==> config.mk <==
export PLATFORM = sky130hd
export DESIGN_NAME = imem_loader
export DESIGN_NICKNAME = d
export VERILOG_FILES = /design/src/rtl/wisc_loader_pkg.sv /design/src/rtl/imem_loader.sv
export SDC_FILE = /design/constraint.sdc
export NUM_CORES = 1
export LEC_CHECK = 0
export BUFFER_PORTS_ARGS = -buffer_cell sky130_fd_sc_hd__buf_2
export CAP_MARGIN = 30
export CORE_UTILIZATION = 65
export CTS_BUF_LIST = sky130_fd_sc_hd__clkbuf_4 sky130_fd_sc_hd__clkbuf_8
export DETAILED_ROUTE_END_ITERATION = 7
export HOLD_SLACK_MARGIN = 0.1
export PLACE_DENSITY = 0.95
export REMOVE_ABC_BUFFERS = 1
export SKIP_LAST_GASP = 1
export SLEW_MARGIN = 20
export SYNTH_ARGS = -nofsm -noshare
export SYNTH_HDL_FRONTEND = slang
export SYNTH_SLANG_ARGS = --single-unit
==> constraint.sdc <==
create_clock -name clk -period 6.75 [get_ports clk]
set_input_delay 0.3375 -clock clk [delete_from_list [all_inputs] [get_ports clk]]
set_output_delay 0.3375 -clock clk [all_outputs]
set_load 0.02 [all_outputs]
==> src/rtl/wisc_loader_pkg.sv <==
// Shared types and widths for the WISC-SC15 instruction-memory loader.
package wisc_loader_pkg;

    localparam int LEN_W  = 16;
    localparam int BYTE_W = 8;

    typedef enum logic [2:0] {
        HDR_HI  = 3'd0,
        HDR_LO  = 3'd1,
        DATA_HI = 3'd2,
        DATA_LO = 3'd3,
        CSUM    = 3'd4,
        DONE    = 3'd5,
        ERR     = 3'd6
    } ld_state_t;

endpackage

==> src/rtl/imem_loader.sv <==
// Boot loader: parses a length-prefixed, XOR-checksummed byte stream into
// 16-bit instruction-memory writes and holds the CPU in reset until the
// whole image has been written and verified.
module imem_loader
    import wisc_loader_pkg::*;
#(
    parameter int unsigned      DEPTH     = 1024,
    parameter logic [LEN_W-1:0] BASE_ADDR = 16'h0000
) (
    input  logic              clk,
    input  logic              rst,
    input  logic              start,
    input  logic              in_valid,
    input  logic [BYTE_W-1:0] in_data,
    output logic              in_ready,
    output logic              im_we,
    output logic [LEN_W-1:0]  im_addr,
    output logic [LEN_W-1:0]  im_wdata,
    output logic              cpu_rst,
    output logic              done,
    output logic              err
);

    ld_state_t         state;
    logic [LEN_W-1:0]  count;     // header assembly, then words remaining
    logic [BYTE_W-1:0] hi_byte;
    logic [BYTE_W-1:0] csum;
    logic [LEN_W-1:0]  wptr;

    logic              fire;
    logic [LEN_W-1:0]  len_word;

    // The loader accepts bytes in every parsing state; terminal states stall the host.
    assign in_ready = (state != DONE) && (state != ERR);
    assign fire     = in_valid && in_ready;
    // LEN_HI was parked in the top byte of count while waiting for LEN_LO.
    assign len_word = {count[LEN_W-1:BYTE_W], in_data};

    // Stream parser FSM with its datapath registers and registered outputs.
    always_ff @(posedge clk or posedge rst) begin
        if (rst) begin
            state    <= HDR_HI;
            count    <= '0;
            hi_byte  <= '0;
            csum     <= '0;
            wptr     <= BASE_ADDR;
            im_we    <= 1'b0;
            im_addr  <= BASE_ADDR;
            im_wdata <= '0;
            cpu_rst  <= 1'b1;
            done     <= 1'b0;
            err      <= 1'b0;
        end else begin
            im_we <= 1'b0;
            case (state)
                HDR_HI: if (fire) begin
                    count <= {in_data, {BYTE_W{1'b0}}};
                    state <= HDR_LO;
                end
                HDR_LO: if (fire) begin
                    count <= len_word;
                    if (32'(len_word) > DEPTH) begin
                        state <= ERR;
                        err   <= 1'b1;
                    end else if (len_word == '0) begin
                        state <= CSUM;
                    end else begin
                        state <= DATA_HI;
                    end
                end
                DATA_HI: if (fire) begin
                    hi_byte <= in_data;
                    csum    <= csum ^ in_data;
                    state   <= DATA_LO;
                end
                DATA_LO: if (fire) begin
                    im_we    <= 1'b1;
                    im_addr  <= wptr;
                    im_wdata <= {hi_byte, in_data};
                    wptr     <= wptr + 16'd1;
                    csum     <= csum ^ in_data;
                    count    <= count - 16'd1;
                    state    <= (count == 16'd1) ? CSUM : DATA_HI;
                end
                CSUM: if (fire) begin
                    if (in_data == csum) begin
                        state   <= DONE;
                        done    <= 1'b1;
                        cpu_rst <= 1'b0;
                    end else begin
                        state <= ERR;
                        err   <= 1'b1;
                    end
                end
                DONE, ERR: if (start) begin
                    // Re-arm for a fresh image; any byte offered this cycle waits.
                    state   <= HDR_HI;
                    count   <= '0;
                    csum    <= '0;
                    wptr    <= BASE_ADDR;
                    done    <= 1'b0;
                    err     <= 1'b0;
                    cpu_rst <= 1'b1;
                end
                default: state <= HDR_HI;
            endcase
        end
    end

endmodule
Word level (Yosys, flattened, before mapping)
Index checks and enable logic that the tools add are counted.

cells by class
  $add $sub $neg = 2
  muxes and demuxes = 36
  bitwise operators = 2
  reductions and logical operators = 21
  equality and inequality tests = 20
  $lt $le $gt $ge = 1

operator list
  operator                                                                            number
  16-bit two-way mux                                                                  4
  16-bit case mux with 4 select lines                                                 1
  16-bit case mux with 2 select lines                                                 1
  3-bit two-way mux                                                                   9
  8-bit two-way mux                                                                   3
  2-bit inequality test (second input constant)                                       9
  3-bit case mux with 6 select lines                                                  1
  16-bit by 1-bit adder with 16-bit output (second input constant)                    1
  16-bit by 1-bit equality test with 1-bit output (second input constant)             1
  16-bit by 11-bit greater-than comparator with 1-bit output (second input constant)  1
  16-bit logical NOT                                                                  1
  8-bit case mux with 2 select lines                                                  1
  16-bit by 1-bit subtractor with 16-bit output (second input constant)               1
  1-bit two-way mux                                                                   12
  6-bit AND reduction                                                                 2
  5-bit AND reduction                                                                 2
  3-bit equality test (second input constant)                                         3
  8-bit equality test                                                                 1
  8-bit XOR                                                                           1
  3-bit by 2-bit equality test with 1-bit output (second input constant)              2
  3-bit inequality test (second input constant)                                       2
  3-bit AND reduction                                                                 2
  2-bit nonzero test                                                                  3
  3-bit nonzero test                                                                  2
  other kinds (12)                                                                    16

word-level totals
  bits in registers = 87
  bits of input ports = 12
  logic and storage cells = 94
  output and inout port bits = 37

Depth between registers and ports, before layout
  word-level depth = 5
  mapped depth = 7
  gate-level depth less buffers = 6

Worst setup path before layout
Ideal clock, no wire load.

  path type = reg-to-reg
  start = reg count[0]
  end = reg count[12]
  required time = 6.613 ns
  stages on the path, launching flop included = 7
  slack = 4.853 ns
  library setup time = 0.137 ns
  period minus slack after synthesis = 1.897 ns
  arrival time = 1.760 ns
  path buffers = 0
  cell sequence = dfrtp_1 inv_1 ha_1 or4b_4 or4_1 a21oi_1 o22ai_1

on the way
  cells in the longest elaborated chain, start to end = 3

ends and longest elaborated chain
  element                                        line               text
  from (decl)                                    imem_loader.sv:25  logic [LEN_W-1:0] count;
  from (signal assigned)                         imem_loader.sv:57  count <= {in_data, {BYTE_W{1'b0}}};
  from (signal assigned)                         imem_loader.sv:61  count <= len_word;
  from (signal assigned)                         imem_loader.sv:82  count <= count - 16'd1;
  16-bit by 1-bit subtractor with 16-bit output  imem_loader.sv:82
  16-bit two-way mux                             imem_loader.sv:76  DATA_LO: if (fire) begin
  16-bit case mux with 4 select lines            imem_loader.sv:55  case (state)

Every way passes these cells. The select of a mux whose other input is x is not followed.
A chain may end at the register's enable or synchronous reset.

Worst setup path after layout
  start = reg state[1]
  end = reg csum[3]

on the way
  cells in the longest elaborated chain, start to end = 5
  elaborated cells between the ends (all ways) = 15
  classes of those cells = 8 x eq/ne; 1 x mux; 6 x reduce/logical

ends and longest elaborated chain
  element                                                     line               text
  from (decl)                                                 imem_loader.sv:24  ld_state_t state;
  from (signal assigned)                                      imem_loader.sv:83  state <= (count == 16'd1) ? CSUM : DATA_HI;
  3-bit inequality test                                       imem_loader.sv:34  assign in_ready = (state != DONE) && (state != ERR);
  1-bit logical AND                                           imem_loader.sv:34
  1-bit logical AND                                           imem_loader.sv:35  assign fire = in_valid && in_ready;
  2-bit by 1-bit inequality test with 1-bit output (no line)  n/a
  3-bit AND reduction (no line)                               n/a
  to (signal assigned)                                        imem_loader.sv:73  csum <= csum ^ in_data;
  to (signal assigned)                                        imem_loader.sv:81  csum <= csum ^ in_data;
  to (decl)                                                   imem_loader.sv:27  logic [BYTE_W-1:0] csum;

Several ways; a longest one is shown, not always the timed one.

==> results_dict.tcl <==
set metrics [dict create \
    grt_pass1_vias 3446 \
    path_delay_family "compound AO/OA/AOI/OAI gates" \
    rr_endpoint "csum[3]$_DFFE_PP0P_" \
    required_ns 7.00 \
    antenna_found_initial 0 \
    synth.distinct_cells 60 \
    outcome "finished with violations" \
    r2r_cells 4 \
    syn_to_final_growth_pct 10.6 \
    cp-end-kind "register" \
    max-vdd-ir-drop_mv 0.264 \
    crit_chain "nand3b_1 > o21ai_0 > o21ai_0 > a21o_1" \
    ys.flop_type "dfrtp_1" \
    wl_mm 9.70 \
    p_sw_share_pct 42.0 \
    slowest_stage "dfrtp_1" \
    slew-limit-headroom_pct 43.1 \
    gp_congestion 0.916 \
    drc 10 \
    vias 3683 \
    fin_crit_sh_pct 35.2 \
    h-tree-depth 3 \
    cts-root-buf "clkbuf_8" \
    syn-cell-area_mm2 0.00436 \
    ff_latch_area_mm2 0.00218 \
    cts_made_buffers 9 \
    cp.depth 4 \
    max_stage_delay_ns 0.66 \
    whs_ns 0.298 \
    ant_nets 0 \
    cts_tree "built" \
    startpoint_type "register" \
    drtIter0Drc 296 \
    yosysSeqAreaShare_pct 50.0 \
    io_buffers 48 \
    die_x_um 83.9 \
    dpl.hpwl_mm 6.65 \
    grt_use_total_pct 30.0 \
    fill_cells 442 \
    finalMaxSlewViolations 0 \
    final_cell_area_mm2 0.00482 \
    insertion_delay_ns 0.36 \
    post-place-cells 570 \
    path_buf_inv 0 \
    setup_viol 0 \
    cts.repair.resized 0 \
    multi_input_area_mm2 0.00202 \
    p_per_area_mw_per_mm2 390 \
    worstHoldPathType "in -> reg" \
    synth_edf_count 0 \
    finalHoldViolCount 0 \
    ys_warn_count 0 \
    endpoint "csum[3]$_DFFE_PP0P_" \
    p_leak_uw 0.00233 \
    syn_inst 467 \
    critPathMostFrequentCell "o21ai_0" \
    fin_nets 520 \
    p_seq_share_pct 44.0 \
    postPlaceCellArea_mm2 0.00463 \
    worstMarginPinSlew_ns 0.847 \
    violations "DRC" \
    rsz0062_at_grt "no" \
    grt_max_degree 58 \
    clkTransAtPathRegs_ns 0.09 \
    start_util_pct 67.9 \
    rr_startpoint "state[1]$_DFFE_PP0P_" \
    max_cap_viol_count 0 \
    syn_area_per_cell_um2 9.34 \
    num_io_pins 49 \
    worstPathArrival_ns 2.63 \
    synth-seq-cells 87 \
    path_class "reg -> reg" \
    final_layout_size_suffix_gt1_share_pct 17.1 \
    regToRegSetupSlack_ns 4.37 \
    finalClockSkew_ns 0.00804 \
    grt_overflow 0 \
    final_cells 587 \
    critPathMaxFanout 18 \
    pwr-share-clk_pct 17.9 \
    cts_setup_buffers 0 \
    power_switching_uw 790 \
    wl_per_cell_um 16.5 \
    num_rows 29 \
    setup_tns_ns 0 \
    core-area_mm2 0.00642 \
    final_core_util_pct 75.1 \
    combinationalPowerShare_pct 38.1 \
    vias_per_cell 6.27 \
    drt_pass1_iterations 7 \
    clock_sinks 87 \
    crit_start "state[1]$_DFFE_PP0P_" \
    timing.fmax_ghz 0.421 \
    clk_path_buf_depth 2 \
    intPower_uw 1090 \
    grt_pass1_wl_mm 16.5 \
    die-area_mm2 0.00704 \
    async_reset_ff_share_pct 100 \
    die_h_um 83.9 \
    post-route-min-period_ns 2.38 \
    n_antenna_cell 0 \
]
[kinds of logic (layout without fill, tap and decap cells)]
| kind of cell | count (synthesis) | after routing | synth area share [%] |
|---|---|---|---|
| mux | 13 | 13 | 3.21 |
| xor+xnor | 21 | 21 | 4.22 |
| buf+inv | 38 | 81 | 3.84 |
| simple gates | 212 | 212 | 23.4 |
| compound gates | 93 | 93 | 14.5 |
| fa+ha+maj | 3 | 3 | 0.861 |
| flops | 87 | 87 | 50.0 |
[synth_stat cells (3+ instances only)]
| library cell | number | area [µm²] |
|---|---|---|
| nand2b_1 | 5 | 31.3 |
| o211ai_1 | 3 | 22.5 |
| xnor2_1 | 12 | 105 |
| nor2b_1 | 3 | 18.8 |
| dfrtp_1 | 86 | 2150 |
| and3_1 | 3 | 18.8 |
| nand3_1 | 7 | 35.0 |
| nand2_1 | 113 | 424 |
| or4_1 | 4 | 30.0 |
| ha_1 | 3 | 37.5 |
| nor4_1 | 3 | 18.8 |
| a22o_1 | 3 | 26.3 |
| and4_1 | 3 | 26.3 |
| inv_1 | 12 | 45.0 |
| nor2_1 | 26 | 97.6 |
| o21ai_0 | 29 | 145 |
| or3_1 | 5 | 31.3 |
| mux2i_1 | 5 | 50.1 |
| a22oi_1 | 6 | 45.0 |
| a21o_1 | 9 | 67.6 |
| clkbuf_1 | 15 | 56.3 |
| and2_1 | 4 | 25.0 |
| nor3b_1 | 9 | 67.6 |
| buf_2 | 8 | 40.0 |
| mux2_2 | 8 | 90.1 |
| a21oi_1 | 13 | 65.1 |
| xor2_1 | 9 | 78.8 |
| nand4_1 | 10 | 62.6 |
| nand4b_1 | 3 | 26.3 |
| nor3_1 | 6 | 30.0 |
| a32oi_1 | 6 | 52.6 |
| o22ai_1 | 3 | 18.8 |
[worst reg2reg max path: cells and delay by family, from the launching register on]
kind | cells | cell delay [ns]
simple gates | 1 | 0.57
flops | 1 | 0.66
compound gates | 3 | 1.04
[state kept, by name, indices dropped and copies added, names as in the netlist]
signal    flops
count        16
cpu_rst       1
csum          8
done          1
err           1
hi_byte       8
im_addr      16
im_wdata     16
im_we         1
state         3
wptr         16
[routing by layer]
layer	global-route usage, %	share of wire (%)
met2	48.9	48
met4	12.7	2.4
met5	0	0
met1	40.3	42
met3	4.35	7.2
[power by group through the flow]
| stage | combinational [µW] | clock (µW) | sequential (µW) |
|---|---|---|---|
| floorplan | 430 | 0 | 881 |
| global placement | 676 | 0 | 817 |
| detailed placement | 709 | 0 | 827 |
| CTS | 710 | 343 | 822 |
| global route | 792 | 363 | 846 |
| finish | 716 | 337 | 826 |
[per-stage QoR]
stage | setup slack, ns | total power [µW]
5_1_grt | 4.20 | 2000
2_1_floorplan | 3.30 | 1310
4_1_cts | 4.34 | 1870
3_3_place_gp | 4.50 | 1490
6_report | 4.37 | 1880
3_5_place_dp | 4.38 | 1540
[cell usage in the layout, fill, tap and decap left out, drive strengths merged, types with 2 or more instances in the layout]
cell     netlist  layout
buf           11      52
nor3           6       6
a31o           3       3
mux2i          5       5
nand4         10      10
nand2b         5       5
a21o           9       9
a21oi         13      13
and3           3       3
nor2          27      27
mux2           8       8
nand4b         3       3
and4           3       3
inv           12      13
o22ai          3       3
nor4           3       3
o211ai         4       4
a32oi          6       6
nand3          7       7
nand2        113     113
and2           4       4
clkbuf        15      10
o2bb2ai        2       2
nand3b         2       2
ha             3       3
a22o           3       3
o21ai         30      30
xnor2         12      12
or4            5       5
a22oi          6       6
nor3b         10      10
xor2           9       9
dfrtp         86      86
clkinv         0       4
or3            5       5
a31oi          2       2
nor2b          3       3
[layout make-up]
type,count,area share [%]
sequential,87,45.2
multi-input combinational,342,41.8
timing repair buffer,53,6.22
clock buffer,10,2.72
tap,77,2.00
clock inverter,6,1.12
inverter,12,0.960
[how the worst min path moves through the flow]
stage,slack (ns),to,depth (start not counted),startpoint
floorplan,0.43,im_wdata[10]$_DFFE_PP0P_,2,hi_byte[2]$_DFFE_PP0P_
CTS,0.28,im_wdata[7]$_DFFE_PP0P_,3,in_data[7]
global route,0.28,im_wdata[7]$_DFFE_PP0P_,3,in_data[7]
global placement,0.45,im_wdata[12]$_DFFE_PP0P_,2,hi_byte[4]$_DFFE_PP0P_
detailed placement,0.44,im_wdata[1]$_DFFE_PP0P_,3,rst
finish,0.30,im_wdata[3]$_DFFE_PP0P_,3,in_data[3]
[repair_timing]
| item | in CTS | in global routing |
|---|---|---|
| setup endpoints to repair | 0 | 0 |
| hold buffers | 1 | 0 |
| hold endpoints to repair | 30 | 0 |
Note: power is estimated with default switching activity, not from simulation.
